### src/rtl/pressure_scan_controller_pkg.sv
// Shared definitions for the pressure scan controller: sample width, FSM states, clog2 helper.
package pressure_scan_controller_pkg;

  localparam int unsigned PDATA_W = 6;

  typedef enum logic [1:0] {
    ST_IDLE = 2'd0,
    ST_SEL  = 2'd1,
    ST_EVAL = 2'd2
  } scan_state_e;

  // Smallest width able to index v distinct values (0 for v <= 1).
  function automatic int unsigned clog2_f(input int unsigned v);
    int unsigned r;
    r = 0;
    while ((32'd1 << r) < v) r = r + 1;
    return r;
  endfunction

endpackage

### src/rtl/pressure_scan_controller_ch_filter.sv
// Per-channel confirm filter: saturating warning counter, latched alarm with ack.
// PRESSURE_SNAPSHOT_EN adds a snapshot of the analyzer sample on each alarm set.
module pressure_ch_filter
  import pressure_scan_controller_pkg::*;
#(
  parameter int unsigned CONFIRM = 3
) (
  input  logic               clk,
  input  logic               rst_n,
  input  logic               update_i,
  input  logic               warn_i,
  input  logic               ack_i,
`ifdef PRESSURE_SNAPSHOT_EN
  input  logic [PDATA_W-1:0] data_i,
  output logic [PDATA_W-1:0] snap_o,
`endif
  output logic               alarm_o,
  output logic               alarm_d_c
);

  localparam int unsigned        CNT_W     = clog2_f(CONFIRM + 1);
  localparam logic [CNT_W-1:0]   CONFIRM_V = CNT_W'(CONFIRM);

  logic [CNT_W-1:0] cnt_q, cnt_d;
  logic             alarm_q, alarm_d;
  logic             set_c;

  // Saturating count; a saturated counter keeps re-raising the alarm after an ack.
  always_comb begin
    cnt_d   = cnt_q;
    set_c   = 1'b0;
    alarm_d = alarm_q;
    if (update_i) begin
      if (warn_i) begin
        if (cnt_q != CONFIRM_V) cnt_d = cnt_q + CNT_W'(1);
        set_c = (cnt_d == CONFIRM_V);
      end else begin
        cnt_d = '0;
      end
    end
    if (ack_i) alarm_d = 1'b0;
    if (set_c) alarm_d = 1'b1;
  end

  always_ff @(posedge clk or negedge rst_n) begin
    if (!rst_n) begin
      cnt_q   <= '0;
      alarm_q <= 1'b0;
    end else begin
      cnt_q   <= cnt_d;
      alarm_q <= alarm_d;
    end
  end

`ifdef PRESSURE_SNAPSHOT_EN
  logic [PDATA_W-1:0] snap_q;

  always_ff @(posedge clk or negedge rst_n) begin
    if (!rst_n) begin
      snap_q <= '0;
    end else if (set_c) begin
      snap_q <= data_i;
    end
  end

  assign snap_o = snap_q;
`endif

  assign alarm_o   = alarm_q;
  assign alarm_d_c = alarm_d;

endmodule

### src/rtl/pressure_scan_controller.sv
// Time-multiplexes one shared pressure analyzer across NUM_CH channels with confirmed, latched alarms.
// Define PRESSURE_SNAPSHOT_EN to add the snapData output.
module pressure_scan_controller
  import pressure_scan_controller_pkg::*;
#(
  parameter int unsigned NUM_CH   = 4,
  parameter int unsigned SCAN_DIV = 8,
  parameter int unsigned CONFIRM  = 3
) (
  input  logic                        clk,
  input  logic                        rst_n,
  input  logic                        enable,
  input  logic [PDATA_W*NUM_CH-1:0]   chData,
  output logic [PDATA_W-1:0]          anData,
  input  logic                        anWarning,
  input  logic [NUM_CH-1:0]           ackAlarm,
  output logic [NUM_CH-1:0]           alarm,
  output logic                        alarmAny,
  output logic [clog2_f(NUM_CH)-1:0]  curCh,
`ifdef PRESSURE_SNAPSHOT_EN
  output logic [PDATA_W*NUM_CH-1:0]   snapData,
`endif
  output logic                        scanDone
);

  localparam int unsigned CH_W  = clog2_f(NUM_CH);
  localparam int unsigned TMR_W = clog2_f(SCAN_DIV + 1);

  scan_state_e        state_q, state_d;
  logic [TMR_W-1:0]   timer_q, timer_d;
  logic [CH_W-1:0]    cur_ch_q, cur_ch_d;
  logic [PDATA_W-1:0] an_data_q, an_data_d;
  logic               scan_done_q, scan_done_d;
  logic               alarm_any_q;
  logic               eval_c;
  logic [NUM_CH-1:0]  alarm_nx;
  logic [PDATA_W-1:0] ch_arr [NUM_CH];

  for (genvar g = 0; g < NUM_CH; g++) begin : g_slice
    assign ch_arr[g] = chData[g*PDATA_W +: PDATA_W];
  end

  // Scan sequencer: idle timer, then SEL/EVAL pairs for each channel in order.
  always_comb begin
    state_d     = state_q;
    timer_d     = timer_q;
    cur_ch_d    = cur_ch_q;
    an_data_d   = an_data_q;
    scan_done_d = 1'b0;
    eval_c      = 1'b0;
    case (state_q)
      ST_IDLE: begin
        if (enable) begin
          if (timer_q == TMR_W'(SCAN_DIV - 1)) begin
            timer_d  = '0;
            cur_ch_d = '0;
            state_d  = ST_SEL;
          end else begin
            timer_d = timer_q + TMR_W'(1);
          end
        end else begin
          timer_d = '0;
        end
      end
      ST_SEL: begin
        an_data_d = ch_arr[cur_ch_q];
        state_d   = ST_EVAL;
      end
      ST_EVAL: begin
        eval_c = 1'b1;
        if (cur_ch_q == CH_W'(NUM_CH - 1)) begin
          scan_done_d = 1'b1;
          state_d     = ST_IDLE;
        end else begin
          cur_ch_d = cur_ch_q + CH_W'(1);
          state_d  = ST_SEL;
        end
      end
      default: state_d = ST_IDLE;
    endcase
  end

  always_ff @(posedge clk or negedge rst_n) begin
    if (!rst_n) begin
      state_q     <= ST_IDLE;
      timer_q     <= '0;
      cur_ch_q    <= '0;
      an_data_q   <= '0;
      scan_done_q <= 1'b0;
      alarm_any_q <= 1'b0;
    end else begin
      state_q     <= state_d;
      timer_q     <= timer_d;
      cur_ch_q    <= cur_ch_d;
      an_data_q   <= an_data_d;
      scan_done_q <= scan_done_d;
      alarm_any_q <= |alarm_nx;
    end
  end

  for (genvar i = 0; i < NUM_CH; i++) begin : g_ch
    pressure_ch_filter #(
      .CONFIRM   (CONFIRM)
    ) u_filt (
      .clk       (clk),
      .rst_n     (rst_n),
      .update_i  (eval_c && (cur_ch_q == CH_W'(i))),
      .warn_i    (anWarning),
      .ack_i     (ackAlarm[i]),
`ifdef PRESSURE_SNAPSHOT_EN
      .data_i    (an_data_q),
      .snap_o    (snapData[i*PDATA_W +: PDATA_W]),
`endif
      .alarm_o   (alarm[i]),
      .alarm_d_c (alarm_nx[i])
    );
  end

  assign anData   = an_data_q;
  assign curCh    = cur_ch_q;
  assign scanDone = scan_done_q;
  assign alarmAny = alarm_any_q;

endmodule

### config.mk
export PLATFORM = sky130hd
export DESIGN_NAME = pressure_scan_controller
export DESIGN_NICKNAME = d
export VERILOG_FILES = /design/src/rtl/pressure_scan_controller_pkg.sv /design/src/rtl/pressure_scan_controller_ch_filter.sv /design/src/rtl/pressure_scan_controller.sv
export SDC_FILE = /design/constraint.sdc
export NUM_CORES = 1
export LEC_CHECK = 0
export ABC_AREA = 1
export CAP_MARGIN = 10
export CORE_MARGIN = 3
export CORE_UTILIZATION = 40
export CTS_CLUSTER_DIAMETER = 40
export DETAILED_ROUTE_END_ITERATION = 8
export GPL_TIMING_DRIVEN = 1
export MAX_ROUTING_LAYER = met4
export PLACE_DENSITY = 0.7
export SETUP_SLACK_MARGIN = 0.02
export SLEW_MARGIN = 5
export SYNTH_ARGS = -nofsm -noshare
export SYNTH_HDL_FRONTEND = slang
export SYNTH_SLANG_ARGS = --single-unit
### constraint.sdc
create_clock -name clk -period 2.6 [get_ports clk]
set_input_delay 0.78 -clock clk [delete_from_list [all_inputs] [get_ports clk]]
set_output_delay 0.78 -clock clk [all_outputs]
set_load 0.02 [all_outputs]
==> results.yml, run 1 <==
floorplanning:
  num_io_pins: 46
  core.rowCount: 21
  chipWidth_um: 67.7
  coreArea_um2: 3490
  die-area_um2: 4580
  die_h_um: 67.7
  initial_core_util_pct: 43.6
clock_tree:
  clock-sinks: 28
  clk_latency_ns: 0.27
  htree_levels: 1
  root_buffer: "clkbuf_8"
  cts_tree: "done"
  cts_setup_buffers: 0
  cts_resized: 0
  clk_pin_slew_worst_paths_ns: 0.09
  tritoncts.num_buffers: 3
  cts_hold_buf: 0
  cts_max_path_buffers: 2
finish:
  nets: 292
  antenna_cells: 0
  seq_area_um2: 701
  mostFrequentLayoutCells: "111 x nand2_1, 45 x clkdlybuf4s50_1, 28 x dfrtp_1"
  multiInputGateArea_um2: 694
  layout.cells.most_common: "nand2_1"
  syn_to_final_growth_pct: 33.6
  fill_cells: 340
  drive_above_1_share_pct: 3.95
worst_setup_path:
  path_buf_inv: 1
  critPathKind: "register to primary output"
  endpoint_kind: "primary output"
  rrSetupSlack_ns: 1.03
  cpPeakStageDelay_ns: 0.69
  startpoint_type: "register"
  crit_required_ns: 1.82
  slowest_stage: "clkdlybuf4s50_1"
  arrival_ns: 1.51
  crit_family: "buffers and inverters"
  path_cells: "clkdlybuf4s50_1"
  critPathMaxFanout: 11
timing:
  max_freq_ghz: 0.436
  fin_ws_ns: 0.305
  period_needed_ns: 2.29
  finClkSkew_ns: 0.00515
  slew_headroom_pct: 69.1
  finalHoldViolations: 0
  final_max_slew_viol_count: 0
  setup_tns_ns: 0
  worst_pin_slew_ns: 0.463
  rsz0062_at_grt: "no"
  period_share_pct: 88.3
  finalHoldWorstSlack_ns: 0.491
  setup_viol: 0
grt:
  grt_max_degree: 29
  track_usage_pct: 15.9
  first_global_vias: 1284
  grt_pass1_wl_um: 5460
  overflow: 0
  antenna_found_initial: 0
power_and_ir_drop:
  powerDensity_nw_per_um2: 714
  worst_ir_drop_vdd_uv: 259
  p_leak_nw: 1.11
drt:
  ant_nets: 0
  vias: 1363
  first_iter_violations: 66
  wl_um: 3100
  remaining_drc_errors: 0
  viasPerCell: 4.56
  wl_per_cell_um: 10.4
  dr.pass1.iters: 4
placement:
  dp_hpwl_um: 2370
  post-place-ws_ns: 0.602
  finalWeightedCongestion: 0.743
  port-buffer-count: 45
synthesis:
  ys_types: 18
  yosysSeqAreaShare_pct: 46.0
  syn_area_per_cell_um2: 7.22
  synth_cells: 211
  ys_warn_count: 0
  syn_nets: 248
  ys_ff_latch: 28
  syn-cell-area_um2: 1520
job:
  maxCapViolCount: 0
min_path:
  hp-class: "register to register"
status:
  status: "finished clean"
-- through the flow --
step | area, µm² | instances | utilization (%) | power, mW
5_1_grt | 2030 | 299 | 58.2 | 1.59
4_1_cts | 2030 | 299 | 58.2 | 1.48
3_5_place_dp | 1990 | 296 | 57.0 | 1.24
6_report | 2030 | 299 | 58.2 | 1.45
2_1_floorplan | 1520 | 211 | - | 0.990
3_3_place_gp | 1990 | 296 | 57.0 | 1.23
-- layout make-up --
cell class | instances | area share (%)
timing repair buffer | 47 | 22.9
tap | 46 | 2.83
sequential | 28 | 34.4
inverter | 20 | 3.69
multi-input combinational | 155 | 34.1
clock buffer | 3 | 2.03
-- registers in the layout (all words and copies together) (netlist names) --
register / flops
g_ch.u_filt.cnt_q: 8
anData: 6
g_ch.u_filt.alarm_o: 4
timer_q: 4
curCh: 2
state_q: 2
alarmAny: 1
scanDone: 1
-- worst paths after layout --
path | startpoint | endpoint | cells after the start
min in group asynchronous | rst_n | g_ch[0].u_filt.alarm_o | 2
setup / recovery | curCh[1] | curCh[1] | 1
setup reg to reg | curCh[0] | g_ch[0].u_filt.cnt_q[0] | 6
hold / removal | anData[2] | anData[2] | 2
hold reg to reg | anData[2] | anData[2] | 2
max in group asynchronous | rst_n | state_q[1] | 2
-- power breakdown --
group | internal [mW] | switching (mW) | total, mW | leakage [nW]
Clock | 0.104 | 0.126 | 0.230 | 0.0216
Sequential | 0.542 | 0.0830 | 0.625 | 0.332
Combinational | 0.273 | 0.324 | 0.598 | 0.754
-- cell families (layout without fill, tap and decap cells) --
kind of cell	count (synthesis)	in the layout	synth area share, %
XOR/XNOR	1	1	0.575
AO/OA/AOI/OAI	15	15	5.09
AND/OR/NAND/NOR	134	134	35.8
flip-flops	28	28	46.0
buffers and inverters	28	70	8.38
adder cells (fa/ha/maj)	5	5	4.11
-- Yosys cell counts --
| cell type | number | area [µm²] |
|---|---|---|
| nand3_1 | 7 | 35.0 |
| o21ai_1 | 6 | 30.0 |
| nand2_1 | 111 | 417 |
| buf_4 | 5 | 37.5 |
| ha_1 | 5 | 62.6 |
| a21oi_1 | 1 | 5.00 |
| nor2_1 | 8 | 30.0 |
| inv_1 | 18 | 67.6 |
| dfrtp_1 | 28 | 701 |
| buf_2 | 3 | 15.0 |
| o21a_1 | 1 | 7.51 |
| inv_2 | 2 | 7.51 |
| xnor2_1 | 1 | 8.76 |
| nor2_4 | 3 | 33.8 |
| nand4_1 | 2 | 12.5 |
| nor3_1 | 2 | 10.0 |
| nand3b_1 | 1 | 7.51 |
| o21ai_0 | 7 | 35.0 |
-- routing by layer --
metal	part of all wire [%]	wire (µm)	GRT usage, %
met1	46	1440	19.8
met2	46	1440	26.5
met5	0	0	-
met4	0.55	17	3.80
met3	6.6	204	3.16
(Power assumes the default switching activity.)
==> run 2: changes to the inputs <==
--- a/config.mk
+++ b/config.mk
@@ -7,11 +7,11 @@
 export LEC_CHECK = 0
 export ABC_AREA = 1
 export CAP_MARGIN = 10
+export CORE_ASPECT_RATIO = 1.4
 export CORE_MARGIN = 3
 export CORE_UTILIZATION = 40
 export CTS_CLUSTER_DIAMETER = 40
 export DETAILED_ROUTE_END_ITERATION = 8
-export GPL_TIMING_DRIVEN = 1
 export MAX_ROUTING_LAYER = met4
 export PLACE_DENSITY = 0.7
 export SETUP_SLACK_MARGIN = 0.02
==> results.yml, run 2 (synthesis gave the netlist of run 1 again) <==
clock_tree:
  root_buffer: "clkbuf_8"
  htree_levels: 1
  cts_max_path_buffers: 2
  clk_pin_slew_worst_paths_ns: 0.10
  clk_latency_ns: 0.27
  cts_setup_buffers: 0
  cts_tree: "done"
  cts_hold_buf: 0
  cts_resized: 0
  tritoncts.num_buffers: 3
  clock-sinks: 28
power_and_ir_drop:
  p_seq_share_pct: 40.0
  p_leak_nw: 1.12
  p_sw_mw: 0.538
  powerDensity_nw_per_um2: 759
  p_int_mw: 1.02
  worst_ir_drop_vdd_uv: 412
  p_sw_share_pct: 34.5
  comb_power_share_pct: 38.2
  clkPwrFrac_pct: 21.7
  power.total_mw: 1.56
placement:
  finalWeightedCongestion: 0.796
  port-buffer-count: 45
  dp_cells: 290
  dp_hpwl_um: 2350
  placed_area_um2: 1990
  post-place-ws_ns: 0.629
timing:
  finClkSkew_ns: 0.00924
  rsz0062_at_grt: "no"
  worst_pin_slew_ns: 0.456
  period_needed_ns: 2.26
  setup_viol: 0
  finalHoldViolations: 0
  slew_headroom_pct: 69.6
  fin_ws_ns: 0.336
  period_share_pct: 87.1
  setup_tns_ns: 0
  max_freq_ghz: 0.442
  final_max_slew_viol_count: 0
finish:
  layout.cells.most_common: "nand2_1"
  stdcell_count: 294
  nets: 292
  regMostFlops: "g_ch.u_filt.cnt_q"
  fill_cells: 329
  mostFrequentLayoutCells: "111 x nand2_1, 45 x clkdlybuf4s50_1, 28 x dfrtp_1"
  syn_to_final_growth_pct: 35.1
  drive_above_1_share_pct: 4.33
  largest_register_ffs: 8
  antenna_cells: 0
  design_area_um2: 2060
job:
  maxCapViolCount: 0
worst_setup_path:
  critPathMaxFanout: 11
  worst_r2r_endpoint: "alarmAny"
  rrSetupSlack_ns: 1.04
  critPathKind: "register to primary output"
  cp_num_cells: 1
  crit_required_ns: 1.82
  timing.rr.start: "curCh[0]"
  slowest_stage: "clkdlybuf4s50_1"
  cpPeakStageDelay_ns: 0.67
  endpoint_kind: "primary output"
  arrival_ns: 1.48
  startpoint_type: "register"
  path_cells: "clkdlybuf4s50_1"
  r2r.worst_path.cells: 7
  path_buf_inv: 1
  crit_family: "buffers and inverters"
floorplanning:
  die-area_um2: 4590
  chipWidth_um: 58.1
  coreArea_um2: 3500
  die_h_um: 79.0
  core.rowCount: 25
  num_io_pins: 46
  initial_core_util_pct: 43.5
min_path:
  hp-class: "register to register"
  hold_path_depth: 2
  min_from: "anData[0]"
  hold_path_end: "anData[0]"
grt:
  track_usage_pct: 15.0
  grt_max_degree: 29
  antenna_found_initial: 0
  grt_pass1_wl_um: 5430
  first_global_vias: 1312
  overflow: 0
drt:
  wl_um: 3010
  viasPerCell: 4.64
  remaining_drc_errors: 0
  wl_per_cell_um: 10.2
  vias: 1364
  dr.pass1.iters: 4
  ant_nets: 0
  first_iter_violations: 20
status:
  status: "finished clean"
## run 2: per-layer routing
metal	part of all wire, %	global-route usage, %	vias to the layer above
met5	0	-	-
met4	1.2	3.48	0
met3	6.9	2.93	4
met2	46	24.7	47
met1	46	18.9	585
li1	-	-	728
## run 2: worst min-delay path: cells and delay by family (launching register included)
kind	cells	cell delay (ns)
and+or+nand+nor	2	0.11
DFF	1	0.35
## run 2: worst max-delay path by stage
| stage | start | endpoint | slack (ns) |
|---|---|---|---|
| after floorplan | curCh[0] | alarmAny | 1.17 |
| after global placement | curCh[1] | curCh[1] | 0.65 |
| after detailed placement | anWarning | alarmAny | 0.63 |
| after CTS | curCh[1] | curCh[1] | 0.32 |
| after global routing | curCh[1] | curCh[1] | 0.23 |
| final | curCh[1] | curCh[1] | 0.34 |
## run 2: final cells by class
type / count / area (µm²) / area share (%)
Tap cell: 40 / 50.0 / 2.43
Multi-Input combinational cell: 155 / 694 / 33.8
Sequential cell: 28 / 701 / 34.1
Inverter: 20 / 75.1 / 3.65
Clock inverter: 1 / 30.0 / 1.46
Clock buffer: 3 / 41.3 / 2.01
Timing Repair Buffer: 47 / 465 / 22.6
## run 2: power by group through the flow
| stage | Sequential [mW] | Combinational, mW | Clock (mW) |
|---|---|---|---|
| finish | 0.625 | 0.597 | 0.339 |
| CTS | 0.626 | 0.607 | 0.347 |
| global placement | 0.632 | 0.601 | 0 |
| global route | 0.645 | 0.680 | 0.361 |
| detailed placement | 0.634 | 0.605 | 0 |
| floorplan | 0.692 | 0.298 | 0 |
## run 2: per-stage QoR
step / hold WS, ns / utilization (%)
floorplan: 0.469 / -
global placement: 0.470 / 56.7
detailed placement: 0.466 / 56.7
CTS: 0.498 / 58.7
global route: 0.525 / 58.7
finish: 0.491 / 58.7
==> run 3: changes to the inputs <==
--- a/config.mk
+++ b/config.mk
@@ -14,7 +14,7 @@
 export DETAILED_ROUTE_END_ITERATION = 8
 export MAX_ROUTING_LAYER = met4
 export PLACE_DENSITY = 0.7
-export SETUP_SLACK_MARGIN = 0.02
+export SETUP_SLACK_MARGIN = 0.1
 export SLEW_MARGIN = 5
 export SYNTH_ARGS = -nofsm -noshare
 export SYNTH_HDL_FRONTEND = slang
==> results of run 3 <==
Final layout, timing and power as in run 2 (identical DEF).
